**config.mk**
```make
export PLATFORM = sky130hd
export DESIGN_NAME = uart_tx_dev_flat
export DESIGN_NICKNAME = d
export VERILOG_FILES = /design/src/rtl/uart_tx_dev_if.sv /design/src/rtl/uart_tx_dev.sv /design/src/flat_wrapper.sv
export SDC_FILE = /design/constraint.sdc
export NUM_CORES = 1
export LEC_CHECK = 0
export CAP_MARGIN = 25
export CORE_MARGIN = 1.5
export CORE_UTILIZATION = 50
export CTS_BUF_LIST = sky130_fd_sc_hd__clkbuf_8
export DETAILED_ROUTE_END_ITERATION = 8
export GPL_TIMING_DRIVEN = 0
export PLACE_DENSITY = 0.77
export SYNTH_ARGS = -nofsm -noshare
export SYNTH_HDL_FRONTEND = slang
export SYNTH_SLANG_ARGS = --single-unit
```
**constraint.sdc**
```tcl
create_clock -name clk -period 3.8 [get_ports clk]
set_input_delay 0.38 -clock clk [delete_from_list [all_inputs] [get_ports clk]]
set_output_delay 0.38 -clock clk [all_outputs]
set_load 0.01 [all_outputs]
```
**src/rtl/uart_tx_dev_if.sv**
```systemverilog
// uart_tx_dev_if: word-addressed register bus between a bridge and the UART transmitter.
// Latency: writes take effect on the clock edge that samples we; rdata is combinational.
// Backpressure: none; every access completes in one cycle.
interface uart_tx_dev_if;
  logic [1:0]  addr;
  logic        we;
  logic [31:0] wdata;
  logic [31:0] rdata;

  // Bridge side drives the access, reads back data.
  modport master (
    output addr,
    output we,
    output wdata,
    input  rdata
  );

  // Peripheral side decodes the access and returns data.
  modport slave (
    input  addr,
    input  we,
    input  wdata,
    output rdata
  );
endinterface

```
**src/rtl/uart_tx_dev.sv**
```systemverilog
// uart_tx_dev: memory-mapped 8N1 UART transmitter; even parity bit added when UART_TX_PARITY_EN is defined.
// Latency: BUSY/START on the DATA-write edge, uart_txd follows the state one cycle later; BUSY lasts 10*D (11*D) cycles.
// Backpressure: none on the bus; DATA writes while BUSY are dropped, software polls BUSY or waits for irq.
module uart_tx_dev #(
  parameter int unsigned DEFAULT_DIV = 2083
) (
  input  logic         clk,
  input  logic         reset,
  uart_tx_dev_if.slave bus,
  output logic         uart_txd,
  output logic         irq
);

  localparam logic [1:0] ADDR_DATA   = 2'd0;
  localparam logic [1:0] ADDR_STATUS = 2'd1;
  localparam logic [1:0] ADDR_DIV    = 2'd2;
  localparam logic [1:0] ADDR_CTRL   = 2'd3;

  // Shortest bit period the baud counter supports.
  localparam logic [15:0] MIN_DIV = 16'd2;

  typedef enum logic [2:0] {
    S_IDLE,
    S_START,
    S_DATA,
`ifdef UART_TX_PARITY_EN
    S_PARITY,
`endif
    S_STOP
  } state_t;

  // Frame state.
  state_t      state_q;
  logic [7:0]  data_q;      // last byte accepted; also the shift source during DATA
  logic [15:0] bit_div_q;   // divisor captured at frame start, clamped to MIN_DIV
  logic [15:0] baud_cnt_q;  // cycles elapsed within the current bit
  logic [2:0]  bit_idx_q;   // data bit currently on the line
  logic        busy_q;
  logic        done_q;
  logic        txd_q;

  // Software configuration.
  logic [15:0] div_q;
  logic        ien_q;

  // Decoded bus strobes.
  logic        wr_data;
  logic        wr_status;
  logic        wr_div;
  logic        wr_ctrl;

  // Frame control.
  logic [15:0] eff_div;
  logic        bit_end;
  logic        frame_start;
  logic        frame_end;
  logic        line_bit;

  // Upper write-data bits have no register behind them.
  logic        unused_wdata;
  assign unused_wdata = ^bus.wdata[31:16];

  assign wr_data   = bus.we && (bus.addr == ADDR_DATA);
  assign wr_status = bus.we && (bus.addr == ADDR_STATUS);
  assign wr_div    = bus.we && (bus.addr == ADDR_DIV);
  assign wr_ctrl   = bus.we && (bus.addr == ADDR_CTRL);

  // Divisors of 0 or 1 would make a bit shorter than the counter can express.
  assign eff_div = (div_q < MIN_DIV) ? MIN_DIV : div_q;

  // Last cycle of the current bit period.
  assign bit_end = (baud_cnt_q == (bit_div_q - 16'd1));

  // A DATA write is only honoured when the transmitter is fully idle; a write
  // landing on the edge BUSY clears still sees busy_q=1 and is dropped.
  assign frame_start = wr_data && (state_q == S_IDLE) && !busy_q;
  assign frame_end   = (state_q == S_STOP) && bit_end;

  // Line level owed to the current state; registered into txd_q so the pin
  // never sees a combinational path from the bus.
  always_comb begin
    line_bit = 1'b1;
    case (state_q)
      S_IDLE:     line_bit = 1'b1;
      S_START:    line_bit = 1'b0;
      S_DATA:     line_bit = data_q[bit_idx_q];
`ifdef UART_TX_PARITY_EN
      S_PARITY:   line_bit = ^data_q;
`endif
      S_STOP:     line_bit = 1'b1;
      default:    line_bit = 1'b1;
    endcase
  end

  // Software-owned DIVISOR and CTRL registers; DIVISOR may change mid-frame
  // because the frame runs from its own captured copy.
  always_ff @(posedge clk) begin
    if (reset) begin
      div_q <= 16'(DEFAULT_DIV);
      ien_q <= 1'b0;
    end else begin
      if (wr_div) begin
        div_q <= bus.wdata[15:0];
      end
      if (wr_ctrl) begin
        ien_q <= bus.wdata[0];
      end
    end
  end

  // Transmit FSM with registered BUSY, DONE and line outputs.
  always_ff @(posedge clk) begin
    if (reset) begin
      state_q    <= S_IDLE;
      data_q     <= 8'h00;
      bit_div_q  <= 16'd0;
      baud_cnt_q <= 16'd0;
      bit_idx_q  <= 3'd0;
      busy_q     <= 1'b0;
      done_q     <= 1'b0;
      txd_q      <= 1'b1;
    end else begin
      txd_q <= line_bit;

      // Completion beats a simultaneous software clear.
      if (frame_end) begin
        done_q <= 1'b1;
      end else if (wr_status) begin
        done_q <= 1'b0;
      end

      case (state_q)
        S_IDLE: begin
          if (frame_start) begin
            data_q     <= bus.wdata[7:0];
            bit_div_q  <= eff_div;
            baud_cnt_q <= 16'd0;
            bit_idx_q  <= 3'd0;
            busy_q     <= 1'b1;
            state_q    <= S_START;
          end
        end

        S_START: begin
          if (bit_end) begin
            baud_cnt_q <= 16'd0;
            state_q    <= S_DATA;
          end else begin
            baud_cnt_q <= baud_cnt_q + 16'd1;
          end
        end

        S_DATA: begin
          if (bit_end) begin
            baud_cnt_q <= 16'd0;
            bit_idx_q  <= bit_idx_q + 3'd1;
            if (bit_idx_q == 3'd7) begin
`ifdef UART_TX_PARITY_EN
              state_q <= S_PARITY;
`else
              state_q <= S_STOP;
`endif
            end
          end else begin
            baud_cnt_q <= baud_cnt_q + 16'd1;
          end
        end

`ifdef UART_TX_PARITY_EN
        S_PARITY: begin
          if (bit_end) begin
            baud_cnt_q <= 16'd0;
            state_q    <= S_STOP;
          end else begin
            baud_cnt_q <= baud_cnt_q + 16'd1;
          end
        end
`endif

        S_STOP: begin
          if (bit_end) begin
            baud_cnt_q <= 16'd0;
            busy_q     <= 1'b0;
            state_q    <= S_IDLE;
          end else begin
            baud_cnt_q <= baud_cnt_q + 16'd1;
          end
        end

        default: begin
          state_q <= S_IDLE;
        end
      endcase
    end
  end

  // Register read mux; unused bits read as zero.
  always_comb begin
    bus.rdata = 32'h0000_0000;
    case (bus.addr)
      ADDR_DATA:   bus.rdata = {24'h00_0000, data_q};
      ADDR_STATUS: bus.rdata = {30'h0000_0000, done_q, busy_q};
      ADDR_DIV:    bus.rdata = {16'h0000, div_q};
      ADDR_CTRL:   bus.rdata = {31'h0000_0000, ien_q};
      default:     bus.rdata = 32'h0000_0000;
    endcase
  end

  assign uart_txd = txd_q;
  assign irq      = done_q & ien_q;

endmodule
```
**src/flat_wrapper.sv**
```systemverilog
// flat-port wrapper written by rule: the top's interface ports become plain ports
module uart_tx_dev_flat 
#(
  parameter int unsigned DEFAULT_DIV = 2083
)
  (clk, reset, uart_txd, irq, bus_addr, bus_we, bus_wdata, bus_rdata);
  uart_tx_dev_if bus_i ();
  input  logic clk;
  input  logic reset;
  output logic uart_txd;
  output logic irq;
  input wire logic [$bits(bus_i.addr)-1:0] bus_addr;
  input wire logic [$bits(bus_i.we)-1:0] bus_we;
  input wire logic [$bits(bus_i.wdata)-1:0] bus_wdata;
  output wire logic [$bits(bus_i.rdata)-1:0] bus_rdata;
  assign bus_i.addr = bus_addr;
  assign bus_i.we = bus_we;
  assign bus_i.wdata = bus_wdata;
  assign bus_rdata = bus_i.rdata;
  uart_tx_dev #(.DEFAULT_DIV(DEFAULT_DIV)) u_core (.clk(clk), .reset(reset), .bus(bus_i), .uart_txd(uart_txd), .irq(irq));
endmodule
```
==> out/results.ini, run 1 <==
[worst_setup_path]
crit_slowest_cell=nor4_1
cp_max_fo=7
endpoint_kind=register
crit_buf_inv=1
required_ns=4.08
worstPathArrival_ns=3.33
critPathKind=reg2reg
startpoint_type=register
path_cells=inv_1 -> ha_1 -> nor4b_4 -> a21oi_2 -> o21ai_0 -> a31oi_4 -> nor4_1 -> and3_1 -> nand4_1 -> a21oi_1
path_delay_family=simple AND/OR/NAND/NOR gates
critPathMaxStageDelay_ns=0.55

[yosys]
ys.flop_type=dfxtp_1
ys_ff_latch=65
synth.distinct_cells=65
syn_inst=492
yosysWarnings=0
ys_seq_area_share_pct=33.3
syn_area_um2=3910
synth.avg_cell_area_um2=7.95
synth_edf_count=0
synth-async-reset-ratio_pct=0

[timing]
period_share_pct=80.1
final_max_slew_viol_count=0
fin_crit_ns=3.05
finalSetupTns_ns=0
max_clock_freq_ghz=0.328
finalSetupViolations=0
hold_viol=0
skew_ns=0.00950
rsz0062_at_grt=false
max-slew-margin-rel_pct=57.0
max_slew.worst_pin.slew_ns=0.640

[floorplan]
io_pins=71
core_area_um2=7650
die_x_um=91.4
die_area_um2=8360
start_util_pct=51.1
placementRows=32
die_h_um=91.4

[clock_network]
cts_sinks=65
cts_buffers=9
cts_resized=0
clock_latency_ns=0.36
htreeDepth=3
clk_pin_slew_ns=0.07
cts_root_buf=clkbuf_8
postCtsSetupBuffers=0
clk_path_buf_depth=2
cts_tree=done
ctsHoldBuffers=0

[route]
routedWlPerCell_um=14.7
vias=3649
drt-initial-drc-count=215
drt-vias-per-instance=5.52
antenna_left=0
wirelength_um=9720
drc=0
first_pass_iters=4

[hold_path]
hp-class=reg2reg

[placed_design]
portBuffers=37
dp_hpwl_um=7340
placed_cells=646
gp_congestion=0.900

[power]
ir_worst_vdd_uv=215
leakagePower_uw=0.00175
powerDensity_nw_per_um2=414

[global_routing]
grt-busiest-layer=met2
grt_use_total_pct=24.6
grt_use_met2_pct=41.3
grt-ovfl-total=0
grt_use_met1_pct=29.5
grt_pass1_vias=3483
antenna_found_initial=0
met3_usage_pct=5.28
grt_pass1_wl_um=16400
grt_max_degree=13

[job]
cap_violations=0

[layout]
final_cell_mix=nand2_1, dfxtp_1, a21oi_1, clkdlybuf4s50_1
area_growth_pct=19.7
finalNetCount=601
regArea_um2=1300
layout_commonest_cell=nand2_1
final_cells=661
multi_input_area_um2=2360
num_antenna_cells=0
layout-drive-gt1-share_pct=11.1
num-fill-cells=707

[run_status]
status=complete, no violations

[path summary, 6_finish.rpt]
check	from	end	slack, ns	depth (start not counted)
max	u_core.bit_div_q[0]	u_core.bit_idx_q[2]	0.75	10
min	u_core.data_q[0]	u_core.data_q[0]	0.48	2
max reg2reg	u_core.bit_div_q[0]	u_core.bit_idx_q[2]	0.75	10
min reg2reg	u_core.data_q[0]	u_core.data_q[0]	0.48	2
[worst register-to-register path, cell delays in order (launching register included)]
cell	delay, ns
dfxtp_1	0.38
inv_1	0.08
ha_1	0.26
nor4b_4	0.49
a21oi_2	0.12
o21ai_0	0.30
a31oi_4	0.17
nor4_1	0.55
and3_1	0.32
nand4_1	0.13
a21oi_1	0.17
[metrics by stage]
step | setup slack, ns | area, µm² | utilization (%) | power, µW | hold slack [ns]
final | 0.755 | 4680 | 61.2 | 1940 | 0.480
after CTS | 0.861 | 4680 | 61.2 | 1940 | 0.477
after global routing | 0.571 | 4680 | 61.2 | 2020 | 0.500
after global placement | 0.945 | 4470 | 58.4 | 1270 | 0.452
after detailed placement | 0.873 | 4470 | 58.4 | 1290 | 0.467
after floorplan | 1.36 | 3970 | - | 1150 | 0.443
[cells by family after synthesis]
| kind of cell | synth area share [%] |
|---|---|
| other | 0.0959 |
| DFF | 33.3 |
| xor gates and xnor gates | 5.37 |
| buffers and inverters | 7.74 |
| and+or+nand+nor | 29.0 |
| AOI/OAI and AO/OA | 16.6 |
| adders and majority gates | 2.88 |
| muxes | 5.05 |
[final cells by class]
type	instances	share of cell area, %
buffer	41	5.10
timing repair buffer	37	7.91
tap	102	2.73
sequential	65	27.8
clock buffer	9	2.65
multi-input combinational	384	50.5
inverter	17	1.36
clock inverter	6	1.98
[state kept, by name, summed over array words and instances (netlist names)]
name	count
u_core.busy_q	1
u_core.div_q	16
u_core.state_q	2
u_core.data_q	8
u_core.bit_idx_q	3
u_core.baud_cnt_q	16
u_core.done_q	1
u_core.bit_div_q	16
u_core.uart_txd	1
u_core.ien_q	1
[per-layer routing]
layer / part of all wire [%] / vias up / wire (µm)
li1: - / 1814 / -
met1: 44 / 1700 / 4310
met2: 48 / 108 / 4630
met3: 5.1 / 27 / 498
met4: 2.9 / 0 / 280
met5: 0 / - / 0
[synthesized netlist by cell type, types with 13 or more instances]
cell,number,area share [%]
nor2_1,19,1.8
a21oi_1,49,6.3
and2_1,13,2.1
buf_4,16,3.1
dfxtp_1,65,33
nand3_1,19,2.4
nand2_1,97,9.3
o21ai_0,17,2.2
xnor2_1,16,3.6
inv_1,16,1.5
mux2i_1,13,3.3
clkbuf_1,19,1.8
[report_power, final]
part	leakage [µW]	switching (µW)	internal, µW	total [µW]
Clock	0.000102	285	369	653
Sequential	0.000526	36.3	717	753
Combinational	0.00112	302	228	530
Note: power is estimated with default switching activity, not from simulation.
==> run 2: changes to the inputs <==
==> constraint.sdc (replaced) <==
create_clock -name clk -period 3.1 [get_ports clk]
set_input_delay 0.31 -clock clk [delete_from_list [all_inputs] [get_ports clk]]
set_output_delay 0.31 -clock clk [all_outputs]
set_load 0.01 [all_outputs]
==> run 2 against run 1 <==
Compared with the run above:
- via count up 0.82%
- clock-buffer cell count unchanged
- setup slack worse by 0.62 ns
- final cell count up 0.61%
- clock power up 22%
- core utilization up 0.57 points
- critical path type unchanged
- largest cell class unchanged
- highest routed layer unchanged
==> out/results.ini, run 2 (synthesis gave the netlist of run 1 again) <==
[layout]
area_growth_pct=20.8
finalNetCount=605  ; +0.67%
final_cell_mix=nand2_1, dfxtp_1, a21oi_1, clkdlybuf4s50_1, buf_4
finalCoreUtilization_pct=61.8  ; +0.57 points
regArea_um2=1300  ; unchanged
multi_input_area_um2=2380  ; +0.58%
final_cells=665  ; +0.61%
layout_commonest_cell=nand2_1
num_antenna_cells=0  ; unchanged
layout-drive-gt1-share_pct=12.1  ; +0.99 points
num-fill-cells=705  ; -0.28%
reg_top3=u_core.baud_cnt_q (16), u_core.bit_div_q (16), u_core.div_q (16)

[route]
vias=3679  ; +0.82%
drt-initial-drc-count=219  ; +1.9%
drc=0  ; unchanged
drt-vias-per-instance=5.53  ; +0.22%
wirelength_um=9860  ; +1.5%
first_pass_iters=4  ; unchanged
routedWlPerCell_um=14.8  ; +0.84%
antenna_left=0  ; unchanged

[placed_design]
portBuffers=37  ; unchanged
dp_hpwl_um=7340  ; unchanged
placed_cells=646  ; unchanged
gp_congestion=0.900  ; unchanged

[clock_network]
cts_buffers=9  ; unchanged
cts_root_buf=clkbuf_8
ctsHoldBuffers=0  ; unchanged
htreeDepth=3  ; unchanged
clock_latency_ns=0.36  ; about the same
clk_path_buf_depth=2  ; unchanged
clk_pin_slew_ns=0.08  ; about the same
cts_sinks=65  ; unchanged
cts_tree=done

[timing]
final_max_slew_viol_count=0  ; unchanged
period_share_pct=95.5  ; +15 points
hold_viol=0  ; unchanged
max_slew.worst_pin.slew_ns=0.613  ; -0.0272 ns
finalSetupTns_ns=0  ; unchanged
skew_ns=0.00990  ; +0.000398 ns
max-slew-margin-rel_pct=59.1  ; +2.1 points
max_clock_freq_ghz=0.338  ; +2.8%
fin_crit_ns=2.96  ; -0.0832 ns
finalSetupViolations=0  ; unchanged

[global_routing]
antenna_found_initial=0  ; unchanged
grt_use_total_pct=24.6  ; unchanged
grt-ovfl-total=0  ; unchanged
grt_pass1_vias=3483  ; unchanged
grt_pass1_wl_um=16400  ; unchanged
grt_max_degree=13  ; unchanged

[worst_setup_path]
endpoint_kind=register
worstPathArrival_ns=3.22  ; -0.11 ns
crit_start=u_core.bit_div_q[0]
required_ns=3.36  ; -0.72 ns
rr_startpoint=u_core.bit_div_q[0]
cp_max_fo=10  ; +3
critPathKind=reg2reg
startpoint_type=register

[hold_path]
hp-start=u_core.data_q[2]
hp-class=reg2reg

[power]
switching_share_pct=32.1  ; -0.037 points
power_uw=2380  ; +23%
power_frac_comb_pct=27.8  ; +0.4 points
sequentialPowerShare_pct=38.7  ; -0.2 points
leakagePower_uw=0.00177  ; +1.3%
ir_worst_vdd_uv=263  ; +22%
powerDensity_nw_per_um2=504  ; +22%
internal_power_uw=1620  ; +23%
p_switching_uw=766  ; +23%
clkPwrFrac_pct=33.5  ; -0.2 points

[floorplan]
start_util_pct=51.1  ; unchanged
die_h_um=91.4  ; unchanged
die_area_um2=8360  ; unchanged
die_x_um=91.4  ; unchanged
io_pins=71  ; unchanged
core_area_um2=7650  ; unchanged
placementRows=32  ; unchanged

[run_status]
status=complete, no violations

[job]
cap_violations=0  ; unchanged

-- run 2: changes by cell type in the layout (fill, tap and decap cells not counted) --
| cell | change |
|---|---|
| buf_4 | +4 |
| nor4_1 | -1 |
| nor4_2 | +1 |
| o311ai_2 | +1 |
| o311ai_1 | -1 |
-- run 2: routing by layer --
| metal | part of all wire, % | wire [µm] | global-route usage, % |
|---|---|---|---|
| met3 | 5.3 | 518 | 5.28 |
| met4 | 2.8 | 275 | 12.4 |
| met1 | 44 | 4320 | 29.5 |
| met2 | 48 | 4750 | 41.3 |
| met5 | 0 | 0 | 0 |
-- run 2: worst paths after layout --
path              cells past startpoint  slack, ns               endpoint
setup reg to reg                     13       0.14  u_core.baud_cnt_q[15]
hold reg to reg                       2       0.48       u_core.data_q[2]
setup / recovery                     13       0.14  u_core.baud_cnt_q[15]
hold / removal                        2       0.48       u_core.data_q[2]
-- run 2: stage by stage --
stage | instance area [µm²] | worst slack [ns] | hold WS (ns)
after floorplan | 3970 | 0.657 | 0.431
after CTS | 4680 | 0.161 | 0.477
final | 4730 | 0.138 | 0.481
after global routing | 4730 | -0.00191 | 0.500
after global placement | 4470 | 0.245 | 0.452
after detailed placement | 4470 | 0.173 | 0.467
-- run 2: power by group through the flow --
| stage | sequential, µW | combinational, µW | clock, µW |
|---|---|---|---|
| 2_1_floorplan | 930 | 478 | 0 |
| 3_3_place_gp | 939 | 622 | 0 |
| 3_5_place_dp | 941 | 638 | 0 |
| 6_report | 923 | 662 | 799 |
| 4_1_cts | 923 | 642 | 809 |
| 5_1_grt | 928 | 726 | 841 |
-- run 2: cell type report --
type | instances | share of cell area [%]
Multi-Input combinational cell | 384 | 50.3
Sequential cell | 65 | 27.5
Timing Repair Buffer | 41 | 8.47
Buffer | 41 | 5.06
Tap cell | 102 | 2.70
Clock buffer | 9 | 2.62
Clock inverter | 6 | 1.96
Inverter | 17 | 1.35
-- run 2: critical path: stages (launching register included) --
cell and delay [ns]:
dfxtp_1 0.44, inv_1 0.07, ha_1 0.27, nor4b_4 0.16, buf_4 0.18, and3_1 0.19, a211o_1 0.33, a31oi_4 0.26
inv_2 0.09, a311oi_4 0.28, buf_4 0.21, buf_6 0.16, nand3_1 0.10, o311ai_2 0.11
-- run 2: what timing repair did --
item / CTS / global route
endpoints found under the setup margin: 0 / 13
resized for setup: 0 / 2
buffers inserted: 0 / 4
